**config.mk**
```make
export PLATFORM = sky130hd
export DESIGN_NAME = ps2_receptor
export DESIGN_NICKNAME = d
export VERILOG_FILES = /design/src/rtl/ps2_receptor.sv
export SDC_FILE = /design/constraint.sdc
export NUM_CORES = 1
export LEC_CHECK = 0
export ABC_AREA = 1
export CAP_MARGIN = 20
export CORE_AREA = 2 2 75 77
export DETAILED_ROUTE_END_ITERATION = 16
export DIE_AREA = 0 0 77 79
export GPL_TIMING_DRIVEN = 1
export MAX_ROUTING_LAYER = met4
export PLACE_DENSITY_LB_ADDON = 0.1
export SLEW_MARGIN = 20
export SYNTH_ARGS = -nofsm -noshare
export SYNTH_HDL_FRONTEND = slang
export SYNTH_SLANG_ARGS = --single-unit
```
**constraint.sdc**
```tcl
create_clock -name clk -period 4.1 [get_ports clk]
set_input_delay 0.82 -clock clk [delete_from_list [all_inputs] [get_ports clk]]
set_output_delay 0.82 -clock clk [all_outputs]
set_load 0.01 [all_outputs]
```
**src/rtl/ps2_receptor.sv**
```systemverilog
// ps2_receptor: PS/2 keyboard frame receiver.
//
// Conditions the raw PS/2 clock (2-FF synchroniser plus a run-length glitch
// filter), detects its falling edges and shifts in 11-bit frames: start (0),
// eight data bits LSB first, odd parity and stop (1). A good frame raises
// rx_done_tick for one cycle with the byte on dout. A frame with a bad parity
// or stop bit, or one that stalls mid-way, raises err_tick instead.
//
// Ports:
//   clk          system clock, rising edge
//   reset        asynchronous reset, active low
//   ps2c, ps2d   raw PS/2 clock and data lines (asynchronous)
//   rx_en        gates the start of a new frame only
//   rx_done_tick one-cycle strobe, valid byte on dout
//   dout         last valid byte, held until the next valid frame
//   err_tick     one-cycle strobe, frame discarded
module ps2_receptor #(
    parameter int unsigned FILTER_LEN  = 8,
    parameter int unsigned TIMEOUT_CYC = 50000
) (
    input  logic       clk,
    input  logic       reset,
    input  logic       ps2c,
    input  logic       ps2d,
    input  logic       rx_en,
    output logic       rx_done_tick,
    output logic [7:0] dout,
    output logic       err_tick
);

    localparam int unsigned TmoW = $clog2(TIMEOUT_CYC);
    localparam logic [TmoW-1:0] TmoLast = TmoW'(TIMEOUT_CYC - 1);

    typedef enum logic [1:0] {StIdle, StShift, StCheck} state_e;

    // Line conditioning
    logic                  c_meta_q, c_sync_q;
    logic                  d_meta_q, d_sync_q;
    logic [FILTER_LEN-1:0] filt_q, filt_d;
    logic                  f_ps2c_q, f_ps2c_d;
    logic                  f_ps2c_prev_q;
    logic                  fall_tick;

    // Frame receiver
    state_e                state_q, state_d;
    logic [3:0]            n_q, n_d;
    logic [TmoW-1:0]       tmo_q, tmo_d;
    logic [9:0]            b_reg_q, b_reg_d;
    logic [7:0]            dout_q, dout_d;
    logic                  frame_ok;

    // Filtered clock only moves once FILTER_LEN identical samples agree, so
    // shorter glitches leave it where it was.
    always_comb begin
        filt_d   = {filt_q[FILTER_LEN-2:0], c_sync_q};
        f_ps2c_d = f_ps2c_q;
        if (&filt_q) begin
            f_ps2c_d = 1'b1;
        end else if (~|filt_q) begin
            f_ps2c_d = 1'b0;
        end
    end

    assign fall_tick = f_ps2c_prev_q & ~f_ps2c_q;

    // After ten shifts b_reg_q holds {stop, parity, d7..d0}.
    assign frame_ok = b_reg_q[9] & (^b_reg_q[8:0]);

    // State register (all flops)
    always_ff @(posedge clk or negedge reset) begin
        if (!reset) begin
            c_meta_q      <= 1'b1;
            c_sync_q      <= 1'b1;
            d_meta_q      <= 1'b1;
            d_sync_q      <= 1'b1;
            filt_q        <= '1;
            f_ps2c_q      <= 1'b1;
            f_ps2c_prev_q <= 1'b1;
            state_q       <= StIdle;
            n_q           <= 4'd0;
            tmo_q         <= '0;
            b_reg_q       <= 10'd0;
            dout_q        <= 8'h00;
        end else begin
            c_meta_q      <= ps2c;
            c_sync_q      <= c_meta_q;
            d_meta_q      <= ps2d;
            d_sync_q      <= d_meta_q;
            filt_q        <= filt_d;
            f_ps2c_q      <= f_ps2c_d;
            f_ps2c_prev_q <= f_ps2c_q;
            state_q       <= state_d;
            n_q           <= n_d;
            tmo_q         <= tmo_d;
            b_reg_q       <= b_reg_d;
            dout_q        <= dout_d;
        end
    end

    // Next-state logic
    always_comb begin
        state_d = state_q;
        n_d     = n_q;
        tmo_d   = tmo_q;
        b_reg_d = b_reg_q;
        dout_d  = dout_q;
        unique case (state_q)
            StIdle: begin
                // A start bit that reads 1 is noise; stay put silently.
                if (fall_tick && rx_en && !d_sync_q) begin
                    state_d = StShift;
                    n_d     = 4'd0;
                    tmo_d   = '0;
                end
            end
            StShift: begin
                if (fall_tick) begin
                    b_reg_d = {d_sync_q, b_reg_q[9:1]};
                    n_d     = n_q + 4'd1;
                    tmo_d   = '0;
                    if (n_q == 4'd9) begin
                        state_d = StCheck;
                    end
                end else if (tmo_q == TmoLast) begin
                    state_d = StIdle;
                end else begin
                    tmo_d = tmo_q + TmoW'(1);
                end
            end
            StCheck: begin
                state_d = StIdle;
                if (frame_ok) begin
                    dout_d = b_reg_q[7:0];
                end
            end
            default: state_d = StIdle;
        endcase
    end

    // Outputs. dout bypasses dout_q during CHECK so the new byte appears on
    // the same edge that raises rx_done_tick.
    always_comb begin
        rx_done_tick = 1'b0;
        err_tick     = 1'b0;
        dout         = dout_q;
        unique case (state_q)
            StShift: begin
                err_tick = !fall_tick && (tmo_q == TmoLast);
            end
            StCheck: begin
                rx_done_tick = frame_ok;
                err_tick     = !frame_ok;
                if (frame_ok) begin
                    dout = b_reg_q[7:0];
                end
            end
            default: ;
        endcase
    end

endmodule
```
==> flow_metrics.env, run 1 <==
export IMPL_grt_first_pass_wirelength_microns=9720
export IMPL_clkSinkCount=54
export IMPL_ant_nets=0
export IMPL_vias=2061
export IMPL_wl_microns=5270
export IMPL_synth_edff_count=0
export IMPL_port_buffers=14
export IMPL_fillers=538
export IMPL_rsz0062_at_grt="false"
export IMPL_maxCapViolations=0
export IMPL_outcome="finished, final reports clean"
export IMPL_crit_path_start_kind="flip-flop"
export IMPL_synth_async_sr_flop_share=1.00
export IMPL_fin_setup_tns_ns=0
export IMPL_synth_top_area_share=0.359
export IMPL_worst_slew_margin_rel=0.468
export IMPL_drive_gt1_frac=0.169
export IMPL_antenna_found_initial=0
export IMPL_die_area_sq_mm=0.00608
export IMPL_finalInstanceArea_sq_mm=0.00309
export IMPL_dp_slack_ns=0.945
export IMPL_setup_viol=0
export IMPL_cts_resized=0
export IMPL_root_buffer="clkbuf_8"
export IMPL_hold_buffers=0
export IMPL_synth_ff_type="dfrtp_1"
export IMPL_power_leakage_nw=1.42
export IMPL_placed_cell_area_sq_mm=0.00299
export IMPL_grt_pass1_vias=2117
export IMPL_critPathKind="flip-flop to primary output"
export IMPL_required_ns=3.28
export IMPL_cp_max_fo=11
export IMPL_grt_overflow=0
export IMPL_max_clock_path_buffers=2
export IMPL_numCtsBuffers=5
export IMPL_syn_area_sq_mm=0.00279
export IMPL_synth_seq_cells=54
export IMPL_ys_types=38
export IMPL_worstPathArrival_ns=2.63
export IMPL_synth_top_cell_by_area="dfrtp_1"
export IMPL_period_needed_ns=3.45
export IMPL_diodes=0
export IMPL_dr_pass1_iters=4
export IMPL_timing_final_crit_share=0.842
export IMPL_cts_tree="done"
export IMPL_postSynthCellCount=325
export IMPL_layout_setup_ws_ns=0.648
export IMPL_fin_skew_ns=0.0122
export IMPL_hpwl_microns=3990
export IMPL_drt_met1_wl_microns=2470
export IMPL_place_congestion=0.893
export IMPL_postCtsSetupBuffers=0
export IMPL_io_pins=15
export IMPL_syn_nets=337
export IMPL_finalMaxSlewViolations=0
export IMPL_worst_slew_pin_slew_ns=0.794
export IMPL_synth_top_cells_by_area="dfrtp_1, dfstp_2, nand2_1, inv_1, nand3_1"
export IMPL_fmax_mhz=290
export IMPL_wl_per_cell_microns=12.7
export IMPL_dr_wl_met3_microns=132
export IMPL_grt_use_total=0.208
export IMPL_syn2layout_area_growth_pct=10.7
export IMPL_nets=355
export IMPL_synth_warnings=0
export IMPL_grt_max_degree=30
export IMPL_rows=27
export IMPL_start_util=0.523
export IMPL_core_area_sq_mm=0.00534
export IMPL_vias_per_cell=4.95
export IMPL_clkLatencyLatePin_ns=0.32
export IMPL_die_height_microns=79
export IMPL_wl_met2_microns=2570
export IMPL_hp_class="flip-flop to flip-flop"
export IMPL_endpoint_kind="primary output"
export IMPL_synth_avg_cell_area_sq_um=8.59
export IMPL_power_density_mw_per_mm2=448
export IMPL_top_layer="met4"
export IMPL_drc=0
export IMPL_clk_pin_slew_worst_paths_ns=0.10
export IMPL_synth_seq_area_share=0.490
export IMPL_ir_drop_uv=302
export IMPL_first_iter_violations=78
export IMPL_fp_dieW_microns=77
export IMPL_finalPower_mw=1.38
export IMPL_cts_htree_levels=2
export IMPL_hold_viol=0
[critical path: stages (launching register included)]
cell and delay, ns:
dfrtp_1 0.39, inv_1 0.12, ha_1 0.45, inv_1 0.25
nor2_2 0.26, nand3_2 0.14, a21oi_1 0.17, clkdlybuf4s50_1 0.55
[state kept, by name, indices dropped and copies added (netlist names)]
register,flops
b_reg_q,10
c_meta_q,1
c_sync_q,1
d_meta_q,1
d_sync_q,1
dout_q,8
f_ps2c_prev_q,1
f_ps2c_q,1
filt_q,8
n_q,4
state_q,2
tmo_q,16
[final timing paths]
| kind | startpoint | end | slack, ns | cells past startpoint |
|---|---|---|---|---|
| max | state_q[1] | err_tick | 0.65 | 7 |
| min | d_meta_q | d_sync_q | 0.36 | 0 |
| max reg2reg | state_q[1] | state_q[1] | 1.62 | 8 |
| min reg2reg | d_meta_q | d_sync_q | 0.36 | 0 |
| max in group asynchronous | reset | d_sync_q | 2.82 | 2 |
| min in group asynchronous | reset | b_reg_q[0] | 0.47 | 1 |
[metal layers]
layer	track usage	vias to the layer above
met2	0.348	25
met1	0.259	952
met4	0.0696	0
met3	0.0386	10
li1	-	1074
met5	-	-
[through the flow]
step	instances	util	hold WS, ns
2_1_floorplan	325	-	0.345
3_3_place_gp	408	0.560	0.348
3_5_place_dp	408	0.560	0.347
4_1_cts	416	0.579	0.367
5_1_grt	416	0.579	0.368
6_report	416	0.579	0.365
[placed cells by master (no fill, tap or decap), drive strengths merged]
cell / count
nand2: 103
dfrtp: 40
inv: 40
nor2: 27
o21ai: 25
nand3: 21
dfstp: 14
clkdlybuf4s50: 13
nand4: 11
a21oi: 10
xor2: 8
nor3: 8
ha: 7
clkbuf: 5
nor4: 3
buf: 3
and2b: 1
o21bai: 1
o31ai: 1
or2: 1
o22ai: 1
clkinv: 1
[final cells by class]
type | instances | area, sq um | share of cell area
Clock buffer | 5 | 68.8 | 0.0223
Clock inverter | 3 | 28.8 | 0.00932
Inverter | 38 | 150 | 0.0486
Multi-Input combinational cell | 228 | 1230 | 0.399
Sequential cell | 54 | 1370 | 0.443
Tap cell | 72 | 90.1 | 0.0292
Timing Repair Buffer | 16 | 150 | 0.0486
[cell usage after synthesis (7+ instances only)]
cell      n
o21ai_0  15
nand4_1  10
dfstp_2  14
xor2_1    8
ha_1      7
nand2_1  94
dfrtp_1  40
nand3_1  18
nor2_1   23
nor3_1    7
inv_1    34
a21oi_1   8
[power breakdown]
| part | switching, mW | total [mW] | internal (mW) |
|---|---|---|---|
| sequential | 0.0342 | 0.616 | 0.582 |
| combinational | 0.319 | 0.452 | 0.133 |
| clock | 0.188 | 0.316 | 0.128 |
| total | 0.541 | 1.38 | 0.843 |
[cell families (layout without fill, tap and decap cells)]
logic type      Yosys count  after routing  share of synthesized area
compound gates           38             38                     0.0852
xor+xnor                  8              8                     0.0251
buf+inv                  43             62                     0.0681
fa+ha+maj                 7              7                     0.0314
flops                    54             54                      0.490
simple gates            175            175                      0.300
Note: power is estimated with default switching activity, not from simulation.
==> run 2, diff against run 1 <==
==> constraint.sdc (replaced) <==
create_clock -name clk -period 3.4 [get_ports clk]
set_input_delay 0.68 -clock clk [delete_from_list [all_inputs] [get_ports clk]]
set_output_delay 0.68 -clock clk [all_outputs]
set_load 0.01 [all_outputs]
==> flow_metrics.env, run 2 (synthesis results as in run 1) <==
export IMPL_outcome="finished, final reports clean"
export IMPL_clk_pin_slew_worst_paths_ns=0.09
export IMPL_finalCoreUtilization=0.583
export IMPL_syn2layout_area_growth_pct=11.4
export IMPL_cp_max_fo=11
export IMPL_hp_class="flip-flop to flip-flop"
export IMPL_seqCellArea_sq_mm=0.00137
export IMPL_port_buffers=14
export IMPL_final_common_cell="nand2_1"
export IMPL_rows=27
export IMPL_finalInstanceArea_sq_mm=0.00311
export IMPL_finalMaxSlewViolations=0
export IMPL_diodes=0
export IMPL_wl_microns=5230
export IMPL_rr_startpoint="state_q[1]"
export IMPL_period_needed_ns=3.11
export IMPL_placed_cell_area_sq_mm=0.00300
export IMPL_hold_buffers=0
export IMPL_wl_per_cell_microns=12.5
export IMPL_required_ns=2.72
export IMPL_die_area_sq_mm=0.00608
export IMPL_cts_tree="done"
export IMPL_endpoint_kind="primary output"
export IMPL_numCtsBuffers=5
export IMPL_root_buffer="clkbuf_8"
export IMPL_fp_dieW_microns=77
export IMPL_grt_max_degree=50
export IMPL_ir_drop_uv=265
export IMPL_place_congestion=0.883
export IMPL_fillers=505
export IMPL_max_clock_path_buffers=2
export IMPL_finalPower_mw=1.72
export IMPL_biggestRegsByFlops="tmo_q (16), b_reg_q (10)"
export IMPL_clkSinkCount=54
export IMPL_clkLatencyLatePin_ns=0.30
export IMPL_worst_slew_margin_rel=0.599
export IMPL_min_from="c_sync_q"
export IMPL_largest_reg_flops=16
export IMPL_whs_endpoint="filt_q[0]"
export IMPL_setup_viol=0
export IMPL_fin_skew_ns=0.00672
export IMPL_hold_viol=0
export IMPL_timing_final_crit_share=0.914
export IMPL_fmax_mhz=322
export IMPL_grt_pass1_vias=2099
export IMPL_die_height_microns=79
export IMPL_rsz0062_at_grt="false"
export IMPL_postCtsSetupBuffers=0
export IMPL_multi_input_area_sq_mm=0.00123
export IMPL_fin_setup_tns_ns=0
export IMPL_dr_pass1_iters=4
export IMPL_hpwl_microns=3830
export IMPL_crit_path_start_kind="flip-flop"
export IMPL_critPathKind="flip-flop to primary output"
export IMPL_nets=356
export IMPL_rr_worst_depth=11
export IMPL_vias=2143
export IMPL_ant_nets=0
export IMPL_power_density_mw_per_mm2=553
export IMPL_start_util=0.523
export IMPL_rr_endpoint="tmo_q[2]"
export IMPL_worstPathArrival_ns=2.43
export IMPL_drive_gt1_frac=0.171
export IMPL_top_register="tmo_q"
export IMPL_maxCapViolations=0
export IMPL_hold_depth=0
export IMPL_vias_per_cell=5.14
export IMPL_first_iter_violations=120
export IMPL_worst_slew_pin_slew_ns=0.601
export IMPL_grt_use_total=0.203
export IMPL_drc=0
export IMPL_antenna_found_initial=0
export IMPL_grt_overflow=0
export IMPL_io_pins=15
export IMPL_grt_first_pass_wirelength_microns=9640
export IMPL_cts_resized=0
export IMPL_power_leakage_nw=1.43
export IMPL_cts_htree_levels=2
export IMPL_layout_common_cells="nand2_1, dfrtp_1, inv_1"
export IMPL_core_area_sq_mm=0.00534
export IMPL_reg2reg_slack_ns=1.34
==> run 2: how the worst max path moves through the flow <==
stage	start	end	slack, ns	cells past startpoint
2_1_floorplan	b_reg_q[6]	dout[0]	1.42	11
3_3_place_gp	state_q[1]	err_tick	0.71	8
3_5_place_dp	state_q[1]	err_tick	0.63	8
4_1_cts	state_q[1]	err_tick	0.28	8
5_1_grt	state_q[1]	err_tick	0.13	8
6_report	state_q[1]	err_tick	0.29	8
==> run 2: worst max-delay path: stages, from the launching register on <==
cell and delay, ns:
dfrtp_1 0.39, inv_1 0.11, ha_1 0.16, buf_4 0.19
inv_1 0.17, nor2_2 0.26, nand3_2 0.15, a21oi_1 0.16
clkdlybuf4s50_1 0.54
==> run 2: per-stage QoR <==
step                cells  worst slack, ns  hold WS, ns
floorplan             325             1.42        0.345
global placement      409            0.714        0.347
detailed placement    409            0.629        0.347
CTS                   417            0.279        0.363
global route          417            0.127        0.365
finish                417            0.292        0.359
==> run 2: cell type report <==
class	count	share of cell area
inverters	38	0.0483
well taps	72	0.0290
multi-input cells	228	0.396
flip-flops and latches	54	0.440
clock buffers	5	0.0221
clock inverters	3	0.0129
repair buffers	17	0.0515
==> run 2: metal layers <==
| layer | track usage | vias up | share of wire |
|---|---|---|---|
| met2 | 0.332 | 29 | 0.47 |
| met3 | 0.0364 | 9 | 0.031 |
| li1 | - | 1079 | - |
| met5 | - | - | 0 |
| met4 | 0.0589 | 0 | 0.014 |
| met1 | 0.263 | 1026 | 0.48 |
==> run 2: where the power goes <==
part | switching [mW] | internal (mW)
clock network | 0.204 | 0.217
logic | 0.390 | 0.165
registers | 0.0418 | 0.702
total | 0.636 | 1.08
==> run 3, diff against run 2 <==
--- a/config.mk
+++ b/config.mk
@@ -7,10 +7,10 @@
 export LEC_CHECK = 0
 export ABC_AREA = 1
 export CAP_MARGIN = 20
-export CORE_AREA = 2 2 75 77
+export CORE_AREA = 2 2 88 90
 export DETAILED_ROUTE_END_ITERATION = 16
-export DIE_AREA = 0 0 77 79
-export GPL_TIMING_DRIVEN = 1
+export DIE_AREA = 0 0 90 92
+export GPL_TIMING_DRIVEN = 0
 export MAX_ROUTING_LAYER = met4
 export PLACE_DENSITY_LB_ADDON = 0.1
 export SLEW_MARGIN = 20
==> flow_metrics.env, run 3 (synthesis results as in run 1) <==
export IMPL_drc=0
export IMPL_io_pins=15
export IMPL_grt_first_pass_wirelength_microns=10300
export IMPL_hp_class="flip-flop to flip-flop"
export IMPL_finalPower_mw=1.83
export IMPL_drive_gt1_frac=0.170
export IMPL_grt_pass1_vias=2154
export IMPL_hold_slack_ns=0.362
export IMPL_numCtsBuffers=5
export IMPL_power_density_mw_per_mm2=575
export IMPL_grt_overflow=0
export IMPL_timing_critical_path_slowest_cell_delay_ns=0.53
export IMPL_fmax_mhz=334
export IMPL_final_common_cell="nand2_1"
export IMPL_required_ns=2.72
export IMPL_finalMaxSlewViolations=0
export IMPL_largest_reg_flops=16
export IMPL_cts_htree_levels=2
export IMPL_ant_nets=0
export IMPL_setup_viol=0
export IMPL_critPathLaunch="b_reg_q[6]"
export IMPL_rows=32
export IMPL_hold_viol=0
export IMPL_power_leakage_nw=1.43
export IMPL_cp_common_cell="nand2_1"
export IMPL_cp_max_fo=9
export IMPL_path_cells="inv_1 -> nand2_1 -> nand2_1 -> nand2_2 -> nand3_1 -> nand2_1 -> nand2_2 -> nand3_4 -> nor2_8 -> nand2_1 -> nand2_1 -> clkdlybuf4s50_1"
export IMPL_crit_path_start_kind="flip-flop"
export IMPL_grt_use_total=0.161
export IMPL_root_buffer="clkbuf_8"
export IMPL_fp_dieW_microns=90
export IMPL_dp_slack_ns=0.742
export IMPL_core_area_sq_mm=0.00745
export IMPL_wl_per_cell_microns=13.2
export IMPL_diodes=0
export IMPL_layout_common_cells="nand2_1, dfrtp_1, inv_1"
export IMPL_cts_resized=0
export IMPL_start_util=0.375
export IMPL_die_area_sq_mm=0.00828
export IMPL_slowest_stage="clkdlybuf4s50_1"
export IMPL_timing_final_crit_share=0.880
export IMPL_ir_drop_uv=509
export IMPL_worstPathArrival_ns=2.31
export IMPL_cp_num_buf_inv=2
export IMPL_die_height_microns=92
export IMPL_fin_cells=449
export IMPL_wl_microns=5910
export IMPL_port_buffers=14
export IMPL_endpoint_kind="primary output"
export IMPL_vias=2159
export IMPL_rsz0062_at_grt="false"
export IMPL_fin_setup_tns_ns=0
export IMPL_critPathKind="flip-flop to primary output"
export IMPL_top_register="tmo_q"
export IMPL_dp_cells=441
export IMPL_biggestRegsByFlops="tmo_q (16), b_reg_q (10)"
export IMPL_clkLatencyLatePin_ns=0.31
export IMPL_maxCapViolations=0
export IMPL_cts_tree="done"
export IMPL_clk_pin_slew_worst_paths_ns=0.11
export IMPL_rr_startpoint="state_q[1]"
export IMPL_hold_buffers=0
export IMPL_antenna_found_initial=0
export IMPL_max_clock_path_buffers=2
export IMPL_postCtsSetupBuffers=0
export IMPL_layout_setup_ws_ns=0.409
export IMPL_clkSinkCount=54
export IMPL_first_iter_violations=91
export IMPL_min_from="c_sync_q"
export IMPL_nets=358
export IMPL_hpwl_microns=4190
export IMPL_syn2layout_area_growth_pct=13.7
export IMPL_worst_slew_margin_rel=0.535
export IMPL_crit_family="simple AND/OR/NAND/NOR gates"
export IMPL_outcome="finished, final reports clean"
export IMPL_place_congestion=0.956
export IMPL_finalCoreUtilization=0.426
export IMPL_grt_max_degree=55
export IMPL_finalInstanceArea_sq_mm=0.00317
export IMPL_worst_slew_pin_slew_ns=0.698
export IMPL_placed_cell_area_sq_mm=0.00306
export IMPL_fin_skew_ns=0.00572
export IMPL_dr_pass1_iters=4
export IMPL_period_needed_ns=2.99
export IMPL_vias_per_cell=4.81
## run 3: changes by cell type in the layout (fill, tap and decap cells not counted), sizes merged
cell      change
clkinvlp      +1
inv           +1
clkbuf        +2
clkinv        -2
## run 3: power breakdown
| part | total (mW) | internal [mW] | switching, mW |
|---|---|---|---|
| Clock | 0.456 | 0.225 | 0.231 |
| Sequential | 0.743 | 0.702 | 0.0413 |
| Combinational | 0.626 | 0.209 | 0.417 |
## run 3: final timing paths
kind	endpoint	slack [ns]	cells after the start
setup / recovery	dout[4]	0.41	12
hold / removal	filt_q[0]	0.36	0
setup reg to reg	tmo_q[0]	1.56	10
hold reg to reg	filt_q[0]	0.36	0
max in group asynchronous	n_q[1]	2.54	1
min in group asynchronous	dout_q[0]	0.39	1
## run 3: cell type report
| cell class | instances | area (sq um) |
|---|---|---|
| Fill cell | 776 | 4270 |
| Sequential cell | 54 | 1370 |
| Multi-Input combinational cell | 228 | 1230 |
| Inverter | 38 | 150 |
| Timing Repair Buffer | 14 | 138 |
| Tap cell | 102 | 128 |
| Clock buffer | 5 | 68.8 |
| Clock inverter | 3 | 48.8 |
| Buffer | 5 | 40.0 |
## run 3: layer usage
layer	track usage	routed length, microns	vias to the layer above
met4	0.0513	75	0
met5	-	0	-
met2	0.271	2960	36
met3	0.0296	179	6
li1	-	-	1091
met1	0.198	2690	1026
==> edit (config.mk and constraints of run 3) <==
The parameter `TIMEOUT_CYC` goes from 50000 to 200000.
--- a/src/rtl/ps2_receptor.sv
+++ b/src/rtl/ps2_receptor.sv
@@ -18,3 +18,3 @@
     parameter int unsigned FILTER_LEN  = 8,
-    parameter int unsigned TIMEOUT_CYC = 50000
+    parameter int unsigned TIMEOUT_CYC = 200000
 ) (
Check against the original RTL: no difference found for any inputs over 10 cycles, from zero or initial values and one cycle with reset low; that may be too few to reach the edited logic, so the function may still have changed.
==> edit against run 3 <==
Via count rose by 3.3%. Routed wire length fell by 0.64%. Worst setup slack got worse by 0.11 ns. Power fell by 8.1%. Critical endpoint is now dout[0]. Sequential cell count rose by 2. Sequential power rose by 4.6%. Fmax fell by 3.6%. Sequential share of layout area fell by 0.20 points. Highest routed layer unchanged. Non-clock buffer count rose by 1. Area after synthesis rose by 4.8%. Register-to-register slack got worse by 0.10 ns. Final area rose by 4.1%. Critical path type unchanged. Largest power group unchanged. Cell count rose by 6.7%.
==> edit: results <==
[status]
status = finished, final reports clean

[sta]
fin_crit_sh_pct = 91.3
fin_skew_ns = 0.00928
slew_headroom_pct = 53.0

[setup_path]
crit_path_end = dout[0]
r2r_cells = 11
cp_max_fo = 8
critPathArrivalTime_ns = 2.42
r2r_slack_ns = 1.46
crit_start = b_reg_q[7]
worstReg2RegEnd = tmo_q[12]
cp_slowest_stage_delay_ns = 0.48

[route]
drt_wl_total_mm = 5.87
drtIter0Drc = 94
viasPerCell = 4.66

[placed_design]
dp_hpwl_mm = 4.09
post-place-ws_ns = 0.590
gp_congestion = 0.928

[worst_hold_path]
worstHoldPathType = reg -> reg
hold_end = filt_q[0]

[synth]
ys_top_cells_by_count = 114 x nand2_1, 42 x dfrtp_1, 41 x inv_1
synth-async-reset-ratio_pct = 100
ys_types = 37
syn_nets = 366
synth_area_leaders = dfrtp_1 36%, nand2_1 15%, dfstp_2 13%

[power]
irDropWorstVdd_uv = 271
leakage_nw = 1.49
switching_share_pct = 35.1

[grt]
grt_pass1_vias = 2132
grt_max_degree = 57
grt_usage_pct = 15.6
grt_pass1_wl_mm = 10.1

[clocking]
cts.htree.levels = 2

[final_layout]
largestRegisters = tmo_q x18, b_reg_q x10
fin_nets = 387
-- edit: area by class of cell --
cell class | instances | area, sq um
Fill cell | 759 | 4140
Sequential cell | 56 | 1420
Multi-Input combinational cell | 247 | 1290
Inverter | 46 | 175
Timing Repair Buffer | 14 | 138
Tap cell | 102 | 128
Clock buffer | 5 | 68.8
Clock inverter | 3 | 46.3
Buffer | 6 | 38.8
-- edit: logic make-up (layout without fill, tap and decap cells) --
| kind of cell | after synthesis | in the layout | synth area share, % |
|---|---|---|---|
| AND/OR/NAND/NOR | 195 | 195 | 31.0 |
| AO/OA/AOI/OAI | 36 | 36 | 7.61 |
| flip-flops | 56 | 56 | 48.5 |
| buffers and inverters | 52 | 74 | 7.31 |
| XOR/XNOR | 10 | 10 | 2.99 |
| adder cells (fa/ha/maj) | 6 | 6 | 2.57 |
-- edit: per-stage QoR --
stage | util, % | hold WS (ns) | std cells | total power [mW] | area (sq um)
detailed placement | 42.8 | 0.347 | 471 | 1.24 | 3190
global route | 44.4 | 0.365 | 479 | 1.78 | 3310
finish | 44.4 | 0.361 | 479 | 1.68 | 3310
CTS | 44.4 | 0.363 | 479 | 1.70 | 3310
global placement | 42.9 | 0.347 | 471 | 1.24 | 3190
floorplan | - | 0.345 | 355 | 1.11 | 2930
-- edit: per-layer routing --
layer	part of all wire (%)	track usage [%]	vias to the layer above
li1	-	-	1184
met1	51	20.7	1018
met2	45	24.3	21
met3	2.2	3.53	8
met4	1.5	4.62	0
met5	0	-	-
-- edit: power groups by stage --
stage | combinational, mW | sequential (mW) | clock (mW)
after floorplan | 0.336 | 0.776 | 0
after global placement | 0.449 | 0.788 | 0
after detailed placement | 0.448 | 0.788 | 0
after CTS | 0.447 | 0.776 | 0.473
after global routing | 0.498 | 0.787 | 0.495
final | 0.445 | 0.777 | 0.454
